`src/rtl/rat_recovery_ctrl.sv`:
```
// rat_recovery_ctrl
//   Sequences pipeline recovery after a flush: waits for retirement to drain,
//   pulses the retire-RAT -> spec-RAT flash copy, snapshots the retire-RAT
//   physical-mapping bitmaps and walks them one chunk per cycle to rebuild the
//   INT and FP free lists. Rename stays stalled until the rebuild completes.
//
// Ports
//   clk, rst               clock, synchronous active-high reset
//   flush_req              recovery request (pulse or level)
//   retire_busy            retire ports still writing the retire RAT
//   Int/Fp_RetirePhyMapBits  1 = physical register mapped in retire RAT
//   rename_stall           hold rename/dispatch (any non-idle state)
//   spec_flash_we          Spec_RAT flash-write strobe
//   fl_clear               empty both free lists
//   fl_push_*              one free-list chunk push per walk cycle
//   int_free_cnt/fp_free_cnt  free counts accumulated by the walk
//   recovery_done          one-cycle completion pulse
module rat_recovery_ctrl #(
    parameter int unsigned INT_PRF_DEPTH = 64,
    parameter int unsigned FP_PRF_DEPTH  = 64,
    parameter int unsigned WALK_WIDTH    = 8
) (
    input  logic                                                clk,
    input  logic                                                rst,
    input  logic                                                flush_req,
    input  logic                                                retire_busy,
    input  logic [INT_PRF_DEPTH-1:0]                            Int_RetirePhyMapBits,
    input  logic [FP_PRF_DEPTH-1:0]                             Fp_RetirePhyMapBits,
    output logic                                                rename_stall,
    output logic                                                spec_flash_we,
    output logic                                                fl_clear,
    output logic                                                fl_push_valid,
    output logic                                                fl_push_isFP,
    output logic [$clog2((INT_PRF_DEPTH > FP_PRF_DEPTH) ? INT_PRF_DEPTH : FP_PRF_DEPTH)-1:0] fl_push_base,
    output logic [WALK_WIDTH-1:0]                               fl_push_mask,
    output logic [$clog2(INT_PRF_DEPTH):0]                      int_free_cnt,
    output logic [$clog2(FP_PRF_DEPTH):0]                       fp_free_cnt,
    output logic                                                recovery_done
);

    localparam int unsigned MAX_DEPTH  = (INT_PRF_DEPTH > FP_PRF_DEPTH) ? INT_PRF_DEPTH : FP_PRF_DEPTH;
    localparam int unsigned BASE_W     = $clog2(MAX_DEPTH);
    localparam int unsigned INT_CHUNKS = INT_PRF_DEPTH / WALK_WIDTH;
    localparam int unsigned FP_CHUNKS  = FP_PRF_DEPTH / WALK_WIDTH;
    localparam int unsigned MAX_CHUNKS = MAX_DEPTH / WALK_WIDTH;
    localparam int unsigned CNT_W      = (MAX_CHUNKS > 1) ? $clog2(MAX_CHUNKS) : 1;
    localparam int unsigned LOG_W      = $clog2(WALK_WIDTH);
    localparam int unsigned INT_CW     = $clog2(INT_PRF_DEPTH) + 1;
    localparam int unsigned FP_CW      = $clog2(FP_PRF_DEPTH) + 1;
    localparam int unsigned PC_W       = $clog2(WALK_WIDTH) + 1;

    typedef enum logic [2:0] {
        IDLE, DRAIN, FLASH, SNAP, WALK_INT, WALK_FP, DONE
    } state_e;

    state_e                   state_q, state_d;
    logic [CNT_W-1:0]         walk_cnt_q, walk_cnt_d;
    logic                     pending_q, pending_d;
    logic [INT_PRF_DEPTH-1:0] snap_int_q, snap_int_d;
    logic [FP_PRF_DEPTH-1:0]  snap_fp_q, snap_fp_d;
    logic [INT_CW-1:0]        int_cnt_q, int_cnt_d;
    logic [FP_CW-1:0]         fp_cnt_q, fp_cnt_d;

    logic [BASE_W-1:0]        chunk_base;
    logic [WALK_WIDTH-1:0]    int_mask;
    logic [WALK_WIDTH-1:0]    fp_mask;

    function automatic logic [PC_W-1:0] popcnt(input logic [WALK_WIDTH-1:0] v);
        logic [PC_W-1:0] n;
        n = '0;
        for (int unsigned i = 0; i < WALK_WIDTH; i++) begin
            n = n + PC_W'(v[i]);
        end
        return n;
    endfunction

    // Chunk masks come from the snapshot flops only, so pushed data is
    // immune to bitmap changes after SNAP.
    always_comb begin
        chunk_base = BASE_W'(walk_cnt_q) << LOG_W;
        int_mask   = ~snap_int_q[chunk_base +: WALK_WIDTH];
        fp_mask    = ~snap_fp_q[chunk_base +: WALK_WIDTH];
        // INT p0 backs x0 and must never enter the free list.
        if (walk_cnt_q == '0) begin
            int_mask[0] = 1'b0;
        end
    end

    // State register
    always_ff @(posedge clk) begin
        if (rst) begin
            state_q    <= IDLE;
            walk_cnt_q <= '0;
            pending_q  <= 1'b0;
            snap_int_q <= '0;
            snap_fp_q  <= '0;
            int_cnt_q  <= '0;
            fp_cnt_q   <= '0;
        end else begin
            state_q    <= state_d;
            walk_cnt_q <= walk_cnt_d;
            pending_q  <= pending_d;
            snap_int_q <= snap_int_d;
            snap_fp_q  <= snap_fp_d;
            int_cnt_q  <= int_cnt_d;
            fp_cnt_q   <= fp_cnt_d;
        end
    end

    // Next-state and datapath
    always_comb begin
        state_d    = state_q;
        walk_cnt_d = walk_cnt_q;
        pending_d  = pending_q;
        snap_int_d = snap_int_q;
        snap_fp_d  = snap_fp_q;
        int_cnt_d  = int_cnt_q;
        fp_cnt_d   = fp_cnt_q;

        if (state_q != IDLE && flush_req) begin
            pending_d = 1'b1;
        end

        unique case (state_q)
            IDLE: begin
                if (flush_req) state_d = DRAIN;
            end
            DRAIN: begin
                if (!retire_busy) state_d = FLASH;
            end
            FLASH: state_d = SNAP;
            SNAP: begin
                snap_int_d = Int_RetirePhyMapBits;
                snap_fp_d  = Fp_RetirePhyMapBits;
                walk_cnt_d = '0;
                int_cnt_d  = '0;
                fp_cnt_d   = '0;
                state_d    = WALK_INT;
            end
            WALK_INT: begin
                int_cnt_d = int_cnt_q + INT_CW'(popcnt(int_mask));
                if (walk_cnt_q == CNT_W'(INT_CHUNKS - 1)) begin
                    walk_cnt_d = '0;
                    state_d    = WALK_FP;
                end else begin
                    walk_cnt_d = walk_cnt_q + 1'b1;
                end
            end
            WALK_FP: begin
                fp_cnt_d = fp_cnt_q + FP_CW'(popcnt(fp_mask));
                if (walk_cnt_q == CNT_W'(FP_CHUNKS - 1)) begin
                    walk_cnt_d = '0;
                    state_d    = DONE;
                end else begin
                    walk_cnt_d = walk_cnt_q + 1'b1;
                end
            end
            DONE: begin
                // A request landing in DONE itself is folded into the same
                // restart so it cannot be stranded as a pending bit in IDLE.
                pending_d = 1'b0;
                state_d   = (pending_q || flush_req) ? DRAIN : IDLE;
            end
            default: state_d = IDLE;
        endcase
    end

    // Outputs decoded from flops only
    always_comb begin
        rename_stall  = (state_q != IDLE);
        spec_flash_we = (state_q == FLASH);
        fl_clear      = (state_q == FLASH);
        recovery_done = (state_q == DONE);
        fl_push_valid = 1'b0;
        fl_push_isFP  = 1'b0;
        fl_push_base  = '0;
        fl_push_mask  = '0;
        int_free_cnt  = int_cnt_q;
        fp_free_cnt   = fp_cnt_q;
        if (state_q == WALK_INT) begin
            fl_push_valid = 1'b1;
            fl_push_base  = chunk_base;
            fl_push_mask  = int_mask;
        end else if (state_q == WALK_FP) begin
            fl_push_valid = 1'b1;
            fl_push_isFP  = 1'b1;
            fl_push_base  = chunk_base;
            fl_push_mask  = fp_mask;
        end
    end

endmodule

```
`config.mk`:
```
export PLATFORM = sky130hd
export DESIGN_NAME = rat_recovery_ctrl
export DESIGN_NICKNAME = d
export VERILOG_FILES = /design/src/rtl/rat_recovery_ctrl.sv
export SDC_FILE = /design/constraint.sdc
export NUM_CORES = 1
export LEC_CHECK = 0
export CORE_MARGIN = 2
export CORE_UTILIZATION = 35
export CTS_CLUSTER_DIAMETER = 50
export DETAILED_ROUTE_END_ITERATION = 6
export PLACE_DENSITY = 0.65
export SLEW_MARGIN = 20
export SYNTH_ARGS = -nofsm -noshare
export SYNTH_HDL_FRONTEND = slang
export SYNTH_SLANG_ARGS = --single-unit
export TNS_END_PERCENT = 50
```
`constraint.sdc`:
```
create_clock -name clk -period 4.4 [get_ports clk]
set_input_delay 0.88 -clock clk [delete_from_list [all_inputs] [get_ports clk]]
set_output_delay 0.88 -clock clk [all_outputs]
set_load 0.05 [all_outputs]
```
==> metrics.yaml, run 1 <==
critical_path:
  required_ns: 4.75
  crit_fanout: 6
  crit_path_end_kind: "register"
  critical_path_arrival_ns: 4.67
  setup.worst_path.class: "register to register"
  startpoint_type: "register"
placed_design:
  placedCellCount: 1179
  dp_hpwl_um: 14020
  numPortBuffers: 162
  place.gp.congestion: 0.8415
  pre_cts_ws_ns: -0.1557
die:
  initial_core_util_pct: 35.81
  dieHeight_um: 145.4
  ios: 166
  core-area_sq_um: 19530
  die_x_um: 145.4
  rows: 51
  die_area_sq_um: 21130
yosys:
  syn_area_per_cell_sq_um: 8.863
  synthCells: 789
  yosysSeqAreaShare_pct: 42.66
  synth.distinct_cells: 48
  netlist_area_sq_um: 6993
  synth_edf_count: 0
  yosys_most_used_dff: "dfxtp_1"
  ys_ff_latch: 149
  ys_warn_count: 0
  async_reset_ff_share_pct: 0
layout:
  diodes: 0
  fill_cells: 1900
  utilization_pct: 48.81
  area_growth_pct: 36.29
  multi_input_comb_area_sq_um: 3686
  seq_area_sq_um: 2988
  post_layout_nonfiller_instances: 1216
  drive_above_1_share_pct: 13.35
  finalNetCount: 1095
drt:
  postRouteAntennaNets: 0
  drc_errors: 0
  vias_per_cell: 4.928
  wl_per_cell_um: 15.79
  first_pass_iters: 4
  route.vias.total: 5992
  drt_wl_total_um: 19200
  drt_iter0_markers: 396
timing:
  whs_ns: 0.4527
  worst_slack_ns: 0.07585
  slew_headroom_pct: 41.65
  worst_pin_slew_ns: 0.8752
  report.final.slew_viol_count: 0
  fin_skew_ns: 0.008440
  rsz0062_at_grt: "true"
  clock.fmax_ghz: 0.2313
  finalSetupViolCount: 0
  min_period_over_period_pct: 98.28
  hold_viol: 0
  period_needed_ns: 4.324
clock_network:
  numCtsBuffers: 17
  tritoncts: "built"
  clock_path_buffers: 2
  clk_latency_ns: 0.43
  cts-root-buf: "clkbuf_16"
  cts.reportedPaths.clkPinSlew_ns: 0.07
  ctsHtreeMaxLevel: 4
  clkSinkCount: 149
pwr:
  leakagePower_nw: 3.416
  power.density_nw_per_um2: 410.0
  p_clk_share_pct: 40.5
  combinationalPowerShare_pct: 20.7
  switching_share_pct: 29.00
  power_switching_mw: 1.133
  vdd_drop_max_mv: 0.2738
  p_total_mw: 3.907
  seqPwrFrac_pct: 38.8
  internal_power_mw: 2.774
outcome:
  status: "complete, no violations"
grt:
  grt_pass1_wl_um: 30420
  grt_usage_pct: 18.10
  antenna_found_initial: 0
  gr-total-overflow: 0
  grt_pass1_vias: 5799
  grt_start_max_net_pins: 107
hold_path:
  worstHoldPathType: "register to register"
flow_run:
  cap_violations: 0
routing by layer:
metal	vias to the layer above	global-route usage, %	part of all wire [%]
li1	2984	-	-
met1	2808	25.06	46
met2	186	27.94	46
met3	14	5.078	6.8
met4	0	4.755	1.2
met5	-	0	0
kinds of logic (layout without fill, tap and decap cells):
kind of cell	after synthesis	count (layout)	share of synthesized area, %
mux	51	51	14.03
compound gates	171	171	13.62
buf+inv	77	237	5.511
flops	149	149	42.66
other cells	1	3	0.05363
xor+xnor	2	2	0.2505
simple gates	313	313	18.34
fa+ha+maj	25	25	5.547
cell usage after synthesis, drive strengths merged, types with 2 or more instances:
cell type  number  area, sq um
nand2         262        991.0
nor3b           5        48.80
o211ai          5        37.54
clkbuf         27        101.4
nand2b          7        51.30
a21oi         138        690.7
inv            14        55.05
buf            35        224.0
nor2           23        86.33
a22o            2        17.52
nand3b          3        22.52
ha             15        187.7
a21o            2        15.01
o22ai           2        25.02
mux4           32        769.5
mux2           11        131.4
nor3            2        10.01
xor2            2        17.52
o41ai           2        17.52
dfxtp         149         2983
or3             4        25.02
a2bb2oi         2        17.52
o21bai          2        15.01
mux2i           8        80.08
nand3           3        15.01
a211oi          4        30.03
o21ai           5        25.02
and3b           2        17.52
a22oi           5        37.54
fa             10        200.2
worst paths after layout:
| path | start | to | slack (ns) | cells after the start |
|---|---|---|---|---|
| worst max-delay path | walk_cnt_q[0]$_SDFFE_PP0P_ | fp_free_cnt[6]$_SDFFE_PP0P_ | 0.08 | 14 |
| worst min-delay path | snap_fp_q[22]$_SDFFE_PP0P_ | snap_fp_q[22]$_SDFFE_PP0P_ | 0.45 | 2 |
| worst max register to register | walk_cnt_q[0]$_SDFFE_PP0P_ | fp_free_cnt[6]$_SDFFE_PP0P_ | 0.08 | 14 |
| worst min register to register | snap_fp_q[22]$_SDFFE_PP0P_ | snap_fp_q[22]$_SDFFE_PP0P_ | 0.45 | 2 |
area by class of cell:
class | count | share of cell area, %
tap | 265 | 3.479
inverter | 15 | 0.6302
clock inverter | 15 | 2.297
multi-input combinational | 565 | 38.68
timing repair buffer | 190 | 19.10
sequential | 149 | 31.35
clock buffer | 17 | 4.464
power by group through the flow:
| stage | sequential (mW) | clock (mW) | combinational (mW) |
|---|---|---|---|
| final | 1.52 | 1.58 | 0.809 |
| after global routing | 1.53 | 1.67 | 0.886 |
| after CTS | 1.51 | 1.61 | 0.806 |
| after detailed placement | 1.54 | 0 | 0.798 |
| after global placement | 1.54 | 0 | 0.786 |
| after floorplan | 1.51 | 0 | 0.546 |
critical path, cell delays in order (launching register included):
cell and delay [ns]:
dfxtp_4 0.40, mux4_1 0.55, mux2_4 0.28, fa_1 0.48, inv_1 0.05, fa_1 0.49
fa_1 0.56, inv_1 0.06, fa_2 0.39, inv_2 0.07, fa_2 0.19, a21o_1 0.13
a21oi_2 0.07, or3_1 0.37, a21oi_2 0.13
registers in the layout (all words and copies together) (netlist names):
register and flops:
walk_cnt_q 3, int_free_cnt 7, snap_int_q 64, fp_free_cnt 7
pending_q 1, state_q 3, snap_fp_q 64
cells in the final DEF, fill, tap and decap left out, types with 5 or more instances in the layout:
cell type,count
a21oi_1,135
a22oi_1,5
dfxtp_1,147
nor2_1,23
inv_2,5
mux4_2,22
nand2_1,261
mux2i_1,7
inv_1,8
mux2_4,5
clkdlybuf4s50_1,153
o211ai_1,5
fa_1,6
buf_4,34
clkbuf_16,17
nand2b_1,6
mux4_1,10
ha_1,15
mux2_2,5
timing repair:
| item | in CTS | in global routing |
|---|---|---|
| setup endpoints to repair | 3 | 5 |
| buffers inserted | 2 | 4 |
| pin swaps | 0 | 9 |
| gates resized for setup | 6 | 17 |
| hold buffers | 0 | 0 |
| endpoints found under the hold margin | 0 | 0 |
metrics by stage:
stage	TNS (ns)	cell area, sq um
after floorplan	0	7000
after global placement	-0.007520	8796
after detailed placement	-0.3894	8796
after CTS	0	9468
after global routing	-0.07275	9530
final	0	9530
Power figures use the tool's default switching activity.
==> run 2: changes to the inputs <==
--- a/config.mk
+++ b/config.mk
@@ -5,6 +5,7 @@
 export SDC_FILE = /design/constraint.sdc
 export NUM_CORES = 1
 export LEC_CHECK = 0
+export ABC_CLOCK_PERIOD_IN_PS = 4400
 export CORE_MARGIN = 2
 export CORE_UTILIZATION = 35
 export CTS_CLUSTER_DIAMETER = 50
==> results of run 2 <==
The final DEF is identical to that of run 1; final timing and power are the same.
==> run 3: changes to the inputs <==
--- a/config.mk
+++ b/config.mk
@@ -7,10 +7,10 @@
 export LEC_CHECK = 0
 export ABC_CLOCK_PERIOD_IN_PS = 4400
 export CORE_MARGIN = 2
-export CORE_UTILIZATION = 35
+export CORE_UTILIZATION = 45
 export CTS_CLUSTER_DIAMETER = 50
 export DETAILED_ROUTE_END_ITERATION = 6
-export PLACE_DENSITY = 0.65
+export PLACE_DENSITY = 0.79
 export SLEW_MARGIN = 20
 export SYNTH_ARGS = -nofsm -noshare
 export SYNTH_HDL_FRONTEND = slang
==> metrics.yaml, run 3 (synthesized netlist as in run 1, its figures left out) <==
critical_path:
  required_ns: 4.71
  r2r_slack_ns: 0.008
  startpoint_type: "register"
  setup.worst_path.class: "register to register"
  crit_path_end_kind: "register"
  reg2reg_depth: 17
  crit_fanout: 4
  critical_path_arrival_ns: 4.70
  r2r-end: "int_free_cnt[6]$_SDFFE_PP0P_"
  rr_startpoint: "walk_cnt_q[0]$_SDFFE_PP0P_"
layout:
  top_regs: "snap_fp_q (64), snap_int_q (64)"
  fill_cells: 1288
  multi_input_comb_area_sq_um: 3674
  final_cell_mix: "nand2_1, clkdlybuf4s50_1, dfxtp_1"
  drive_above_1_share_pct: 12.32
  fin_area_sq_um: 9425
  final_common_cell: "nand2_1"
  seq_area_sq_um: 2988
  utilization_pct: 62.00
  area_growth_pct: 34.78
  post_layout_nonfiller_instances: 1138
  diodes: 0
  finalNetCount: 1094
drt:
  route.vias.total: 6068
  postRouteAntennaNets: 0
  drt_iter0_markers: 461
  wl_per_cell_um: 16.24
  vias_per_cell: 5.332
  first_pass_iters: 5
  drt_wl_total_um: 18480
  drc_errors: 0
hold_path:
  min_to: "snap_fp_q[25]$_SDFFE_PP0P_"
  hold_depth: 2
  worstHoldPathType: "register to register"
  min_from: "snap_fp_q[25]$_SDFFE_PP0P_"
timing:
  clock.fmax_ghz: 0.2277
  hold_viol: 0
  rsz0062_at_grt: "true"
  slew_headroom_pct: 34.42
  fin_skew_ns: 0.008411
  report.final.slew_viol_count: 0
  min_period_over_period_pct: 99.82
  finalSetupTns_ns: 0
  period_needed_ns: 4.392
  finalSetupViolCount: 0
  worst_slack_ns: 0.007825
  worst_pin_slew_ns: 0.9837
clock_network:
  postCtsHoldBufs: 0
  ctsHtreeMaxLevel: 4
  cts.reportedPaths.clkPinSlew_ns: 0.06
  numCtsBuffers: 17
  clock_path_buffers: 2
  clk_latency_ns: 0.42
  tritoncts: "built"
  clkSinkCount: 149
  cts-root-buf: "clkbuf_16"
die:
  core-area_sq_um: 15200
  initial_core_util_pct: 46.00
  rows: 45
  die_area_sq_um: 16550
  dieHeight_um: 128.7
  ios: 166
  die_x_um: 128.7
pwr:
  power_switching_mw: 1.064
  combinationalPowerShare_pct: 21.3
  switching_share_pct: 27.75
  power.density_nw_per_um2: 406.7
  p_clk_share_pct: 39.1
  seqPwrFrac_pct: 39.6
  leakagePower_nw: 3.393
  internal_power_mw: 2.770
  vdd_drop_max_mv: 0.3000
grt:
  grt_start_max_net_pins: 98
  grt_usage_pct: 23.01
  grt_pass1_vias: 5899
  antenna_found_initial: 1
  gr-total-overflow: 0
  grt_pass1_wl_um: 29250
placed_design:
  pre_cts_ws_ns: -0.1404
  placed_area_sq_um: 8682
  dp_hpwl_um: 13180
  placedCellCount: 1098
  numPortBuffers: 162
  place.gp.congestion: 0.8323
outcome:
  status: "complete, no violations"
flow_run:
  cap_violations: 0
[run 3: layout make-up]
class | instances | share of cell area [%]
clock buffer | 25 | 5.257
clock inverter | 7 | 1.248
inverter | 15 | 0.6372
multi-input combinational | 565 | 38.98
sequential | 149 | 31.70
tap | 188 | 2.496
timing repair buffer | 189 | 19.69
[run 3: worst max-delay path, stage by stage, from the launching register on]
cell	delay, ns
dfxtp_4	0.40
buf_12	0.12
mux4_2	0.47
nor3_1	0.22
o21bai_2	0.19
fa_1	0.45
inv_2	0.08
fa_1	0.44
inv_2	0.08
fa_1	0.40
inv_2	0.07
fa_2	0.20
inv_2	0.04
fa_2	0.35
a21o_1	0.18
a21oi_2	0.14
nand4b_1	0.15
mux2_4	0.31
[run 3: repair_timing]
action | CTS | global route
hold endpoints to repair | 0 | 0
setup endpoints to repair | 3 | 5
setup buffers | 4 | 4
resized for setup | 13 | 8
pin swaps | 3 | 16
[run 3: worst max path at each step]
| stage | startpoint | endpoint | slack (ns) | cells past startpoint |
|---|---|---|---|---|
| finish | walk_cnt_q[0]$_SDFFE_PP0P_ | int_free_cnt[6]$_SDFFE_PP0P_ | 0.008 | 17 |
| detailed placement | walk_cnt_q[0]$_SDFFE_PP0P_ | int_free_cnt[6]$_SDFFE_PP0P_ | -0.14 | 16 |
| floorplan | walk_cnt_q[0]$_SDFFE_PP0P_ | fp_free_cnt[6]$_SDFFE_PP0P_ | 0.03 | 16 |
| CTS | walk_cnt_q[0]$_SDFFE_PP0P_ | int_free_cnt[6]$_SDFFE_PP0P_ | -0.02 | 17 |
| global placement | walk_cnt_q[0]$_SDFFE_PP0P_ | fp_free_cnt[6]$_SDFFE_PP0P_ | -0.01 | 14 |
| global route | walk_cnt_q[0]$_SDFFE_PP0P_ | int_free_cnt[6]$_SDFFE_PP0P_ | -0.14 | 17 |
[run 3: per-layer routing]
metal	global-route usage [%]	vias up	part of all wire (%)
li1	-	2972	-
met1	29.80	2867	44
met2	36.73	190	47
met3	5.821	37	6.5
met4	9.847	2	2.5
met5	0	-	0.070
[run 3: power groups by stage]
stage / registers (mW) / logic, mW / clock network, mW
floorplan: 1.51 / 0.546 / 0
global placement: 1.54 / 0.766 / 0
detailed placement: 1.55 / 0.783 / 0
CTS: 1.51 / 0.807 / 1.52
global route: 1.53 / 0.891 / 1.58
finish: 1.52 / 0.817 / 1.50
[run 3: metrics by stage]
stage	hold slack, ns	power (mW)
floorplan	0.4315	2.061
global placement	0.4380	2.308
detailed placement	0.4441	2.328
CTS	0.4519	3.841
global route	0.4685	3.997
finish	0.4518	3.834
